==> src/rtl/sub_bits_serial.sv <==
`default_nettype none
// ============================================================================
// Module      : sub_bits_serial
// Description : Multi-cycle subtractor RC = RA - RB for the area-reduced ALU
//               path. Computes RA + ~RB + 1 through a BITS_PER_CYCLE-wide
//               ripple slice, LSB slice first, one slice per clock.
//
// Ports       : clock    - rising-edge clock
//               clear    - synchronous active-low reset
//               start    - request; RA/RB are sampled when accepted
//               RA, RB   - minuend, subtrahend (WIDTH bits)
//               RC       - registered difference
//               borrow   - unsigned borrow out (RA < RB)
//               overflow - signed two's-complement overflow
//               busy     - high while the operation is in progress
//               done     - one-cycle pulse, RC/borrow/overflow valid
//
// Revision    : 1.0 - initial release
// ============================================================================
module sub_bits_serial #(
    parameter int WIDTH          = 32,
    parameter int BITS_PER_CYCLE = 1
) (
    input  logic             clock,
    input  logic             clear,
    input  logic             start,
    input  logic [WIDTH-1:0] RA,
    input  logic [WIDTH-1:0] RB,
    output logic [WIDTH-1:0] RC,
    output logic             borrow,
    output logic             overflow,
    output logic             busy,
    output logic             done
);

    // Number of slices per operation and the counter that walks them.
    localparam int c_n     = WIDTH / BITS_PER_CYCLE;
    localparam int c_cnt_w = (c_n > 1) ? $clog2(c_n) : 1;
    localparam logic [c_cnt_w-1:0] c_last = c_cnt_w'(c_n - 1);

    typedef enum logic [1:0] {
        ST_IDLE = 2'd0,
        ST_RUN  = 2'd1,
        ST_DONE = 2'd2
    } state_t;

    state_t                      r_state;
    logic [WIDTH-1:0]            r_op_a;
    logic [WIDTH-1:0]            r_op_b;      // holds ~RB
    logic [WIDTH-1:0]            r_acc;       // result shift register
    logic                        r_carry;
    logic [c_cnt_w-1:0]          r_count;
    logic                        r_sign_a;    // RA[WIDTH-1] at acceptance
    logic                        r_sign_b;    // RB[WIDTH-1] at acceptance

    logic [BITS_PER_CYCLE:0]     w_sum;
    logic [WIDTH-1:0]            w_acc_next;
    logic                        w_carry_out;

    // One ripple slice: low bits of both operands plus the running carry.
    assign w_sum = {1'b0, r_op_a[BITS_PER_CYCLE-1:0]}
                 + {1'b0, r_op_b[BITS_PER_CYCLE-1:0]}
                 + {{BITS_PER_CYCLE{1'b0}}, r_carry};
    assign w_carry_out = w_sum[BITS_PER_CYCLE];

    // New slice enters at the top so that after c_n shifts the first (LSB)
    // slice has reached bit 0.
    generate
        if (BITS_PER_CYCLE == WIDTH) begin : g_single_slice
            assign w_acc_next = w_sum[BITS_PER_CYCLE-1:0];
        end else begin : g_multi_slice
            assign w_acc_next = {w_sum[BITS_PER_CYCLE-1:0],
                                 r_acc[WIDTH-1:BITS_PER_CYCLE]};
        end
    endgenerate

    always_ff @(posedge clock) begin
        if (!clear) begin
            r_state  <= ST_IDLE;
            r_op_a   <= '0;
            r_op_b   <= '0;
            r_acc    <= '0;
            r_carry  <= 1'b0;
            r_count  <= '0;
            r_sign_a <= 1'b0;
            r_sign_b <= 1'b0;
            RC       <= '0;
            borrow   <= 1'b0;
            overflow <= 1'b0;
            busy     <= 1'b0;
            done     <= 1'b0;
        end else begin
            case (r_state)
                // DONE behaves like IDLE for acceptance, which gives
                // back-to-back issue without an extra idle cycle.
                ST_IDLE, ST_DONE: begin
                    done <= 1'b0;
                    if (start) begin
                        r_op_a   <= RA;
                        r_op_b   <= ~RB;
                        r_acc    <= '0;
                        r_carry  <= 1'b1;
                        r_count  <= '0;
                        r_sign_a <= RA[WIDTH-1];
                        r_sign_b <= RB[WIDTH-1];
                        busy     <= 1'b1;
                        r_state  <= ST_RUN;
                    end else begin
                        busy    <= 1'b0;
                        r_state <= ST_IDLE;
                    end
                end

                ST_RUN: begin
                    r_op_a  <= r_op_a >> BITS_PER_CYCLE;
                    r_op_b  <= r_op_b >> BITS_PER_CYCLE;
                    r_acc   <= w_acc_next;
                    r_carry <= w_carry_out;
                    if (r_count == c_last) begin
                        // Outputs update only here, so they never expose
                        // a partially assembled result.
                        RC       <= w_acc_next;
                        borrow   <= ~w_carry_out;
                        overflow <= (r_sign_a != r_sign_b) &&
                                    (w_acc_next[WIDTH-1] != r_sign_a);
                        busy     <= 1'b0;
                        done     <= 1'b1;
                        r_count  <= '0;
                        r_state  <= ST_DONE;
                    end else begin
                        r_count <= r_count + c_cnt_w'(1);
                    end
                end

                default: begin
                    busy    <= 1'b0;
                    done    <= 1'b0;
                    r_state <= ST_IDLE;
                end
            endcase
        end
    end

endmodule
`default_nettype wire

==> config.mk <==
export PLATFORM = sky130hd
export DESIGN_NAME = sub_bits_serial
export DESIGN_NICKNAME = d
export VERILOG_FILES = /design/src/rtl/sub_bits_serial.sv
export SDC_FILE = /design/constraint.sdc
export NUM_CORES = 1
export LEC_CHECK = 0
export CAP_MARGIN = 0
export CORE_MARGIN = 3
export CORE_UTILIZATION = 35
export CTS_CLUSTER_SIZE = 20
export DETAILED_ROUTE_END_ITERATION = 8
export PLACE_DENSITY = 0.68
export SLEW_MARGIN = 20
export SYNTH_ARGS = -nofsm -noshare
export SYNTH_HDL_FRONTEND = slang
export SYNTH_SLANG_ARGS = --single-unit
==> constraint.sdc <==
create_clock -name clock -period 2.9 [get_ports clock]
set_input_delay 0.58 -clock clock [delete_from_list [all_inputs] [get_ports clock]]
set_output_delay 0.58 -clock clock [all_outputs]
set_load 0.1 [all_outputs]
---- Word-level counts from Yosys, hierarchy flattened ----
Cells that the tools add are included.
word-level totals
  bits in registers ....................... 142
  output and inout bits ................... 36
cells by class
  bitwise logic cells ..................... 2
  add/sub/neg operators ................... 3
  equal/unequal tests ..................... 7
  multiplexer cells ....................... 17
  reduce and logical (&&, ||, !) cells .... 8
operators by type and width
  cell                                            count
  case mux 32 bit (2 select lines)                3
  2-to-1 mux 32 bit                               3
  NOT 32 bit                                      1
  2-to-1 mux 5 bit                                2
  case mux 5 bit (2 select lines)                 1
  AND reduction 2 bit                             4
  adder 5 x 1 -> 5 bit (second input constant)    1
  == test 5 bit (second input constant)           1
  2-to-1 mux 1 bit                                4
  inequality test 2 bit (second input constant)   2
  case mux 1 bit (2 select lines)                 2
  case mux 2 bit (2 select lines)                 1
  adder 1 x 1 -> 2 bit                            1
  adder 2 x 1 -> 2 bit                            1
  == test 2 x 1 -> 1 bit (second input constant)  1
  == test 2 bit (second input constant)           1
  logical NOT 2 bit                               1
  2-to-1 mux 2 bit                                1
  inequality test 1 bit                           2
  nonzero test 2 bit                              1
  OR reduction 2 bit                              1
  logical AND 1 bit                               1
  NOT 1 bit                                       1

---- Longest topological paths before layout ----
  depth after elaboration ................. 4
  depth in mapped cells ................... 8

---- Worst setup path before layout ----
Ideal clock, no wire load.
  kind .................................... reg2reg
  start ................................... register r_count[0]
  end ..................................... register RC[0]
  cell stages (with the launch flop) ...... 8
  setup slack ............................. 1.262 ns
  library setup time ...................... 0.070 ns
  path buffers ............................ 1
  arrival time ............................ 1.568 ns
  cells stage by stage .................... dfxtp_1 > ha_1 > and3_1 > ha_1 > nand3b_1 > clkbuf_1 > nand2_1 > a21oi_1
between the ends
  cells in the longest elaborated chain, start to end .. 2
RTL lines
  item                                  RTL line  RTL
  start: declaration                    52        logic [c_cnt_w-1:0] r_count;
  start signal: assignment              131       r_count <= r_count + c_cnt_w'(1);
  == test 5 bit                         119       if (r_count == c_last) begin
  AND reduction 2 bit (no source line)  --
  end signal: assignment                122       RC <= w_acc_next;
  end: declaration                      29        output logic [WIDTH-1:0] RC,
Every way passes these cells.
A chain may end at the register's enable or synchronous reset.

---- Final worst setup path ----
  start ................................... register r_count[0]
  end ..................................... register RC[2]
Same word-level chain as after synthesis.

==> results_dict.tcl <==
set metrics [dict create \
    synth_nets 658 \
    dp_hpwl_um 7880 \
    die_x_um 129 \
    ant_nets 0 \
    rsz0062_at_grt "false" \
    setup.worst_path.start_class "register" \
    syn_inst 587 \
    synth-seq-cells 141 \
    skew_ns 0.0125 \
    io_pins 103 \
    placedCellCount 831 \
    period_minus_slack_ns 2.18 \
    final.setup.tns_ns 0 \
    grt_first_pass_wirelength_um 19600 \
    drc 0 \
    maxCapViolCount 0 \
    finalPower_mw 4.65 \
    grt_overflow_total 0 \
    clk_path_buf_depth 2 \
    synth_cell_type_count 32 \
    first_pass_iters 4 \
    grtUsageTotal 0.145 \
    cts_hold_buf 0 \
    syn_area_sq_um 5290 \
    min_path_cells 2 \
    hold_class "reg -> reg" \
    wirelength_um 12100 \
    worstSetupPathType "reg -> reg" \
    fin_util 0.472 \
    arrival_ns 2.50 \
    min_to "RC[3]" \
    via_count 4501 \
    worstRegToRegCells 7 \
    die-height_um 129 \
    worstPathMaxFanout 24 \
    cpPeakStageDelay_ns 0.47 \
    path_cells "ha_1 > and3_1 > ha_1 > and3b_1 > buf_4 > nand2_1 > a21oi_1" \
    insertion_delay_ns 0.41 \
    crit_path_frequent_cell "ha_1" \
    timing.fmax_ghz 0.460 \
    r2r_slack_ns 0.72 \
    worstMarginPinSlew_ns 0.715 \
    routabilityCongestion 0.770 \
    cts_tree "built" \
    synth.avg_cell_area_sq_um 9.02 \
    via_per_inst 5.22 \
    place_area_sq_um 6320 \
    start_util 0.362 \
    yosysWarnings 0 \
    syn2layout_area_growth_pct 30.7 \
    clock-sinks 141 \
    io_buffers 102 \
    numCtsBuffers 17 \
    finalHoldViolCount 0 \
    clkTransAtPathRegs_ns 0.06 \
    ys_seq_area_frac 0.533 \
    grt_max_degree 71 \
    min_from "RC[3]" \
    drt_iter0_drc 235 \
    cp.required_ns 3.23 \
    power_density_nw_per_um2 672 \
    postCtsSetupBuffers 0 \
    synth_edf_count 0 \
    r2r_end "RC[2]" \
    synthArstFlopShare 0 \
    vdd_drop_max_v 0.000433 \
    finalCritPeriodShare 0.750 \
    wire_per_inst_um 14.0 \
    cts_root_buffer "clkbuf_16" \
    rows 44 \
    synth_top_area_share 0.533 \
    rr_startpoint "r_count[0]" \
    ys.flop_type "dfxtp_1" \
    setup-violations-final 0 \
    status "completed" \
    h-tree-depth 4 \
    coreArea_sq_um 14600 \
    dieArea_sq_um 16600 \
    crit_path_end_kind "register" \
    path_delay_family "simple AND/OR/NAND/NOR gates" \
    cp_slowest_cell "and3b_1" \
    p_leak_nw 2.61 \
    design_area_sq_um 6920 \
    antennaDiodeCount 0 \
    drv_slew 0 \
    slew_headroom 0.523 \
    grt_pass1_vias 4023 \
    final_cells 863 \
    nets 737 \
    synth_top_area_cell "dfxtp_1" \
    ctsResizeCount 0 \
    ys_top_cells_by_area "dfxtp_1 53%, nand2_1 7.9%, a21oi_1 6.8%, a22o_1 5.3%, a2bb2oi_1 5.1%" \
    drive_above_1_share 0.124 \
    critPathBufInv 1 \
    antenna_found_initial 0 \
]
## per-layer routing
| layer | global-route usage | wire [um] |
|---|---|---|
| met5 | 0 | 0 |
| met4 | 0.0445 | 35 |
| met3 | 0.0531 | 677 |
| met2 | 0.223 | 5730 |
| met1 | 0.191 | 5630 |
## synth_stat cells, drive strengths merged (4+ instances only)
library cell / n
buf: 37
a21oi: 72
a22o: 32
nand3: 36
clkbuf: 17
o22ai: 10
a2bb2oi: 31
nand2b: 4
nor2: 29
a311oi: 22
nor3: 22
nand3b: 4
nand2: 111
dfxtp: 141
## cell type report
cell class	instances	area, sq um
Sequential cell	141	2820
Multi-Input combinational cell	391	2230
Timing Repair Buffer	114	1030
Tap cell	184	230
Clock inverter	6	80.1
Clock buffer	26	519
Inverter	1	5.00
Fill cell	1408	7730
## cells by family after synthesis
kind of cell,after synthesis,synth area share
compound gates,173,0.227
simple gates,214,0.178
flops,141,0.533
buf+inv,55,0.0508
fa+ha+maj,4,0.0109
## sequential cells by signal (all words and copies together), names as in the netlist
register,count
r_carry,1
overflow,1
busy,1
r_op_a,32
done,1
r_acc,31
RC,32
r_op_b,32
r_state,2
r_sign_a,1
r_sign_b,1
r_count,5
borrow,1
## worst max path at each step
stage / from / to / slack, ns / cells past startpoint
2_1_floorplan: r_count[0] / RC[0] / 1.26 / 7
3_3_place_gp: start / r_op_a[0] / 0.77 / 5
3_5_place_dp: start / r_op_a[4] / 0.71 / 5
4_1_cts: r_count[0] / RC[2] / 0.70 / 7
5_1_grt: r_count[0] / RC[2] / 0.56 / 7
6_report: r_count[0] / RC[2] / 0.72 / 7
## tightest hold or removal path, stage by stage, from the launching register on
cell and delay [ns]:
dfxtp_1 0.31, nand2_1 0.05, a21oi_1 0.05
## power breakdown
group,internal [mW],leakage (nW),switching (mW)
combinational,0.204,1.16,0.222
sequential,2.02,1.15,0.0493
clock,1.40,0.300,0.752
total,3.63,2.61,1.02
## through the flow
| step | setup WS, ns | hold WS (ns) |
|---|---|---|
| floorplan | 1.26 | 0.432 |
| detailed placement | 0.708 | 0.450 |
| global placement | 0.772 | 0.445 |
| global route | 0.556 | 0.473 |
| CTS | 0.700 | 0.461 |
| finish | 0.725 | 0.457 |
## cells in the final DEF, fill, tap and decap left out, drive strengths merged, types with 4 or more instances in the layout
cell type        n
nand3           36
clkdlybuf4s50   66
buf             48
o22ai           10
nand2b           4
a311oi          22
nand3b           4
clkbuf          26
clkinv           5
a2bb2oi         31
a22o            32
nor2            29
dfxtp          141
a21oi           72
nand2          111
nor3            22
Power figures use the tool's default switching activity.
